## src/rtl/hw_accumulator.sv

```systemverilog
// Button-driven 32-bit accumulator for the hex display path, with sticky carry-out.
// Define ACC_AUTO_REPEAT_EN to build the hold/auto-repeat FSM; otherwise one add per press.
module hw_accumulator #(
   parameter int unsigned DATA_W        = 32,
   parameter int unsigned SW_W          = 16,
   parameter int unsigned HOLD_CYCLES   = 50_000_000,
   parameter int unsigned REPEAT_CYCLES = 10_000_000
) (
   input  logic              clk,
   input  logic              reset_n,
   input  logic              acc_btn,
   input  logic              clr_btn,
   input  logic [SW_W-1:0]   sw,
   output logic [DATA_W-1:0] sum,
   output logic              overflow,
   output logic              acc_pulse
);

   // Reject configurations the timer compare or zero-extension cannot represent
   if (SW_W > DATA_W || HOLD_CYCLES < 2 || REPEAT_CYCLES < 1) begin : g_bad_params
      $error("hw_accumulator: invalid parameter combination");
   end

   logic            acc_btn_q;
   logic            rise_c;
   logic            add_c;
   logic [DATA_W:0] add_res_c;

   // Resets high so a button held through reset needs a fresh press
   always_ff @(posedge clk or negedge reset_n) begin
      if (!reset_n) acc_btn_q <= 1'b1;
      else          acc_btn_q <= acc_btn;
   end

   assign rise_c = acc_btn && !acc_btn_q;

`ifdef ACC_AUTO_REPEAT_EN
   localparam int unsigned TIMER_MAX   = (HOLD_CYCLES > REPEAT_CYCLES) ? HOLD_CYCLES
                                                                      : REPEAT_CYCLES;
   localparam int unsigned TIMER_W     = $clog2(TIMER_MAX + 1);
   localparam logic [TIMER_W-1:0] HOLD_LAST   = TIMER_W'(HOLD_CYCLES - 1);
   localparam logic [TIMER_W-1:0] REPEAT_LAST = TIMER_W'(REPEAT_CYCLES - 1);

   typedef enum logic [1:0] {
      IDLE   = 2'd0,
      HOLD   = 2'd1,
      REPEAT = 2'd2
   } state_t;

   state_t             state, state_nxt;
   logic [TIMER_W-1:0] timer, timer_nxt;

   always_ff @(posedge clk or negedge reset_n) begin
      if (!reset_n) begin
         state <= IDLE;
         timer <= '0;
      end else begin
         state <= state_nxt;
         timer <= timer_nxt;
      end
   end

   // Timer stops at the compare value and restarts, so it never wraps
   always_comb begin
      state_nxt = state;
      timer_nxt = timer;
      case (state)
         IDLE: begin
            if (rise_c) begin
               state_nxt = HOLD;
               timer_nxt = '0;
            end
         end
         HOLD: begin
            if (!acc_btn) begin
               state_nxt = IDLE;
               timer_nxt = '0;
            end else if (timer == HOLD_LAST) begin
               state_nxt = REPEAT;
               timer_nxt = '0;
            end else begin
               timer_nxt = timer + TIMER_W'(1);
            end
         end
         REPEAT: begin
            if (!acc_btn) begin
               state_nxt = IDLE;
               timer_nxt = '0;
            end else if (timer == REPEAT_LAST) begin
               timer_nxt = '0;
            end else begin
               timer_nxt = timer + TIMER_W'(1);
            end
         end
         default: begin
            state_nxt = IDLE;
            timer_nxt = '0;
         end
      endcase
   end

   always_comb begin
      add_c = 1'b0;
      case (state)
         IDLE:    add_c = rise_c;
         HOLD:    add_c = acc_btn && (timer == HOLD_LAST);
         REPEAT:  add_c = acc_btn && (timer == REPEAT_LAST);
         default: add_c = 1'b0;
      endcase
   end
`else
   always_comb begin
      add_c = rise_c;
   end
`endif

   assign add_res_c = {1'b0, sum} + (DATA_W + 1)'(sw);

   // Clear wins over a coincident add; that add is dropped
   always_ff @(posedge clk or negedge reset_n) begin
      if (!reset_n) begin
         sum       <= '0;
         overflow  <= 1'b0;
         acc_pulse <= 1'b0;
      end else if (clr_btn) begin
         sum       <= '0;
         overflow  <= 1'b0;
         acc_pulse <= 1'b0;
      end else if (add_c) begin
         sum       <= add_res_c[DATA_W-1:0];
         overflow  <= overflow | add_res_c[DATA_W];
         acc_pulse <= 1'b1;
      end else begin
         acc_pulse <= 1'b0;
      end
   end

endmodule

```

## config.mk

```make
export PLATFORM = sky130hd
export DESIGN_NAME = hw_accumulator
export DESIGN_NICKNAME = d
export VERILOG_FILES = /design/src/rtl/hw_accumulator.sv
export SDC_FILE = /design/constraint.sdc
export NUM_CORES = 1
export LEC_CHECK = 0
export BUFFER_PORTS_ARGS = -buffer_cell sky130_fd_sc_hd__buf_2
export CORE_UTILIZATION = 60
export DETAILED_ROUTE_END_ITERATION = 8
export GPL_TIMING_DRIVEN = 0
export PLACE_DENSITY = 0.86
export SYNTH_ARGS = -nofsm -noshare
export SYNTH_HDL_FRONTEND = slang
export SYNTH_SLANG_ARGS = --single-unit
```

## constraint.sdc

```tcl
create_clock -name clk -period 5.2 [get_ports clk]
set_input_delay 1.04 -clock clk [delete_from_list [all_inputs] [get_ports clk]]
set_output_delay 1.04 -clock clk [all_outputs]
set_load 0.1 [all_outputs]
```

==> impl_metrics.ini <==
[timing]
drv_slew = 0
period_share_pct = 58.9
skew_ps = 9.27
setup_viol = 0
fin_crit_ps = 3060
clock.fmax_mhz = 326
tns_ps = 0
rsz0062_at_grt = no
tightest_slew_ps = 776
slew_headroom_pct = 48.3
final-hold-violation-count = 0

[yosys]
synthFlopType = dfrtp_1
synth.distinct_cells = 59
synthTopCellsByArea = dfrtp_1, ha_1, a21oi_1
synthCells = 292
synth_area_um2 = 2630
synth_nets = 329
ys_top_cells_by_count = dfrtp_1, a21oi_1, nand2_1, nor2_1, ha_1
ys_ff_latch = 35
syn_area_per_cell_um2 = 9.01
yosysSeqAreaShare_pct = 33.3
synthArstFlopShare_pct = 100
yosys.area.top_type = dfrtp_1
ys.warnings.count = 0
synth.most_common_cell = dfrtp_1
synth-edff-count = 0
yosysTopAreaCellShare_pct = 32.4

[clocking]
clk_latency_ps = 290
cts.root.buffer_cell = clkbuf_8
ctsHoldBuffers = 0
cts_num_sinks = 35
cts_buffers = 5
cts.htree.levels = 2
clkTransAtPathRegs_ps = 80
post_cts_resize_count = 0
tritoncts = yes
post_cts_buffers = 0
clockBufferDepth = 2

[detailed_routing]
num_vias = 2380
vias_per_cell = 5.92
antenna_left = 0
dr.pass1.iters = 4
drt_iter0_drc = 158
drc_errors = 0
drt-total-wl_um = 6350
wl_per_cell_um = 15.8

[die]
start_util_pct = 63.9
dieHeight_um = 68.2
die_x_um = 68.2
rows = 23
io_pins = 54
dieArea_um2 = 4650
fp.coreArea_um2 = 4120

[global_routing]
grt_start_max_net_pins = 36
grt_pass1_wl_um = 10200
gr-total-overflow = 0
track_usage_pct = 30.1
grt_pass1_vias = 2174
antenna_found_initial = 0

[power]
cellLeakagePower_nw = 1.46
ir_drop_mv = 0.206
p_int_uw = 546
p_sw_share_pct = 34.4
switchingPower_uw = 287
p_comb_share_pct = 29.6
pwr-share-clk_pct = 35.5
power_density_nw_per_um2 = 270
p_seq_share_pct = 34.9

[hold_path]
min-delay-path-class = reg -> reg
worstHoldStart = overflow
min_to = overflow
min_path_cells = 2

[critical_path]
criticalPathCategory = in -> reg
reg2reg_to = sum[30]
arrival_ps = 3240
required_ps = 5380
start_kind = primary input
r2r_start = sum[0]
critPathMaxFanout = 6
cp-end-kind = register
regToRegSetupSlack_ps = 2550
r2r_cells = 9

[final_layout]
area_growth_pct = 17.3
nets = 388
antenna_cells = 0
drive_gt1_share_pct = 25.0
design_area_um2 = 3090

[status]
status = finished clean

[placement]
gp_congestion = 0.895
placed_area_um2 = 2950
hpwl_um = 4790
port_buffers = 52

[flow_run]
drv_cap = 0
## registers in the layout, summed over array words and instances (netlist names)
| register | flops |
|---|---|
| sum | 32 |
| overflow | 1 |
| acc_pulse | 1 |
| acc_btn_q | 1 |
## worst max path at each step
stage | from | to | slack (ps) | cells after the start
after detailed placement | sw[0] | sum[20] | 1840 | 10
after global routing | sw[0] | sum[30] | 1950 | 10
after floorplan | sum[0] | sum[20] | 2070 | 9
final | sw[0] | sum[30] | 2140 | 10
after global placement | sw[0] | sum[30] | 1880 | 10
after CTS | sw[0] | sum[30] | 2160 | 10
## critical path: stages
cell and delay, ps:
buf_2 80, ha_1 150, inv_1 50, fa_1 380, nand2b_1 200, a21o_1 230
a211oi_4 270, nor4_4 110, nor4_1 360, mux2_1 370
## final cells by class
class / instances / area (µm²)
clock buffer: 6 / 72.6
tap: 50 / 62.6
sequential: 35 / 877
fill: 333 / 1030
buffer: 12 / 92.6
clock inverter: 2 / 60.1
multi-input combinational: 237 / 1630
timing repair buffer: 52 / 260
inverter: 8 / 30.0
## power groups by stage
stage,sequential [mW],clock [mW],combinational [mW]
after detailed placement,0.296,0,0.245
after CTS,0.291,0.300,0.246
after global placement,0.295,0,0.241
after global routing,0.292,0.311,0.266
after floorplan,0.367,0,0.121
final,0.291,0.295,0.247
## cell families (layout without fill, tap and decap cells)
logic type      after synthesis  in the layout  synth area share [%]
compound gates               76             76                  20.1
buf+inv                      20             80                  4.66
xor+xnor                     14             14                  4.66
flops                        35             35                  33.3
fa+ha+maj                    17             17                  8.37
mux                           6              6                  2.81
simple gates                124            124                  26.0
## layout by cell type (no fill, tap or decap), drive strengths merged, types with 3 or more instances in the layout
master	instances
a31o	5
ha	16
nand3	14
and2	5
buf	57
clkbuf	13
o211ai	3
nand3b	8
or4	3
a21oi	31
dfrtp	34
nand2b	9
a21o	5
nand4	8
xor2	5
nor2b	7
o21ai	11
nor2	23
and3	8
a31oi	7
inv	8
nand2	27
nor3	5
mux2	5
a211oi	4
xnor2	9
## through the flow
stage               hold WS [ps]  util [%]  std cells  total power, mW  setup slack [ps]
floorplan                    744         -        292            0.488              2070
global placement             480      71.8        394            0.537              1880
detailed placement           488      71.8        394            0.541              1840
CTS                          505      75.0        402            0.837              2160
global route                 540      75.0        402            0.869              1950
finish                       497      75.0        402            0.833              2140
## layer usage
metal / GRT usage (%) / vias up / share of wire, %
met5: 0 / - / 0
met4: 11.5 / 0 / 1.5
met3: 7.00 / 8 / 5.8
met2: 48.2 / 75 / 47
met1: 39.1 / 1116 / 46
li1: - / 1181 / -
Power figures use the tool's default switching activity.
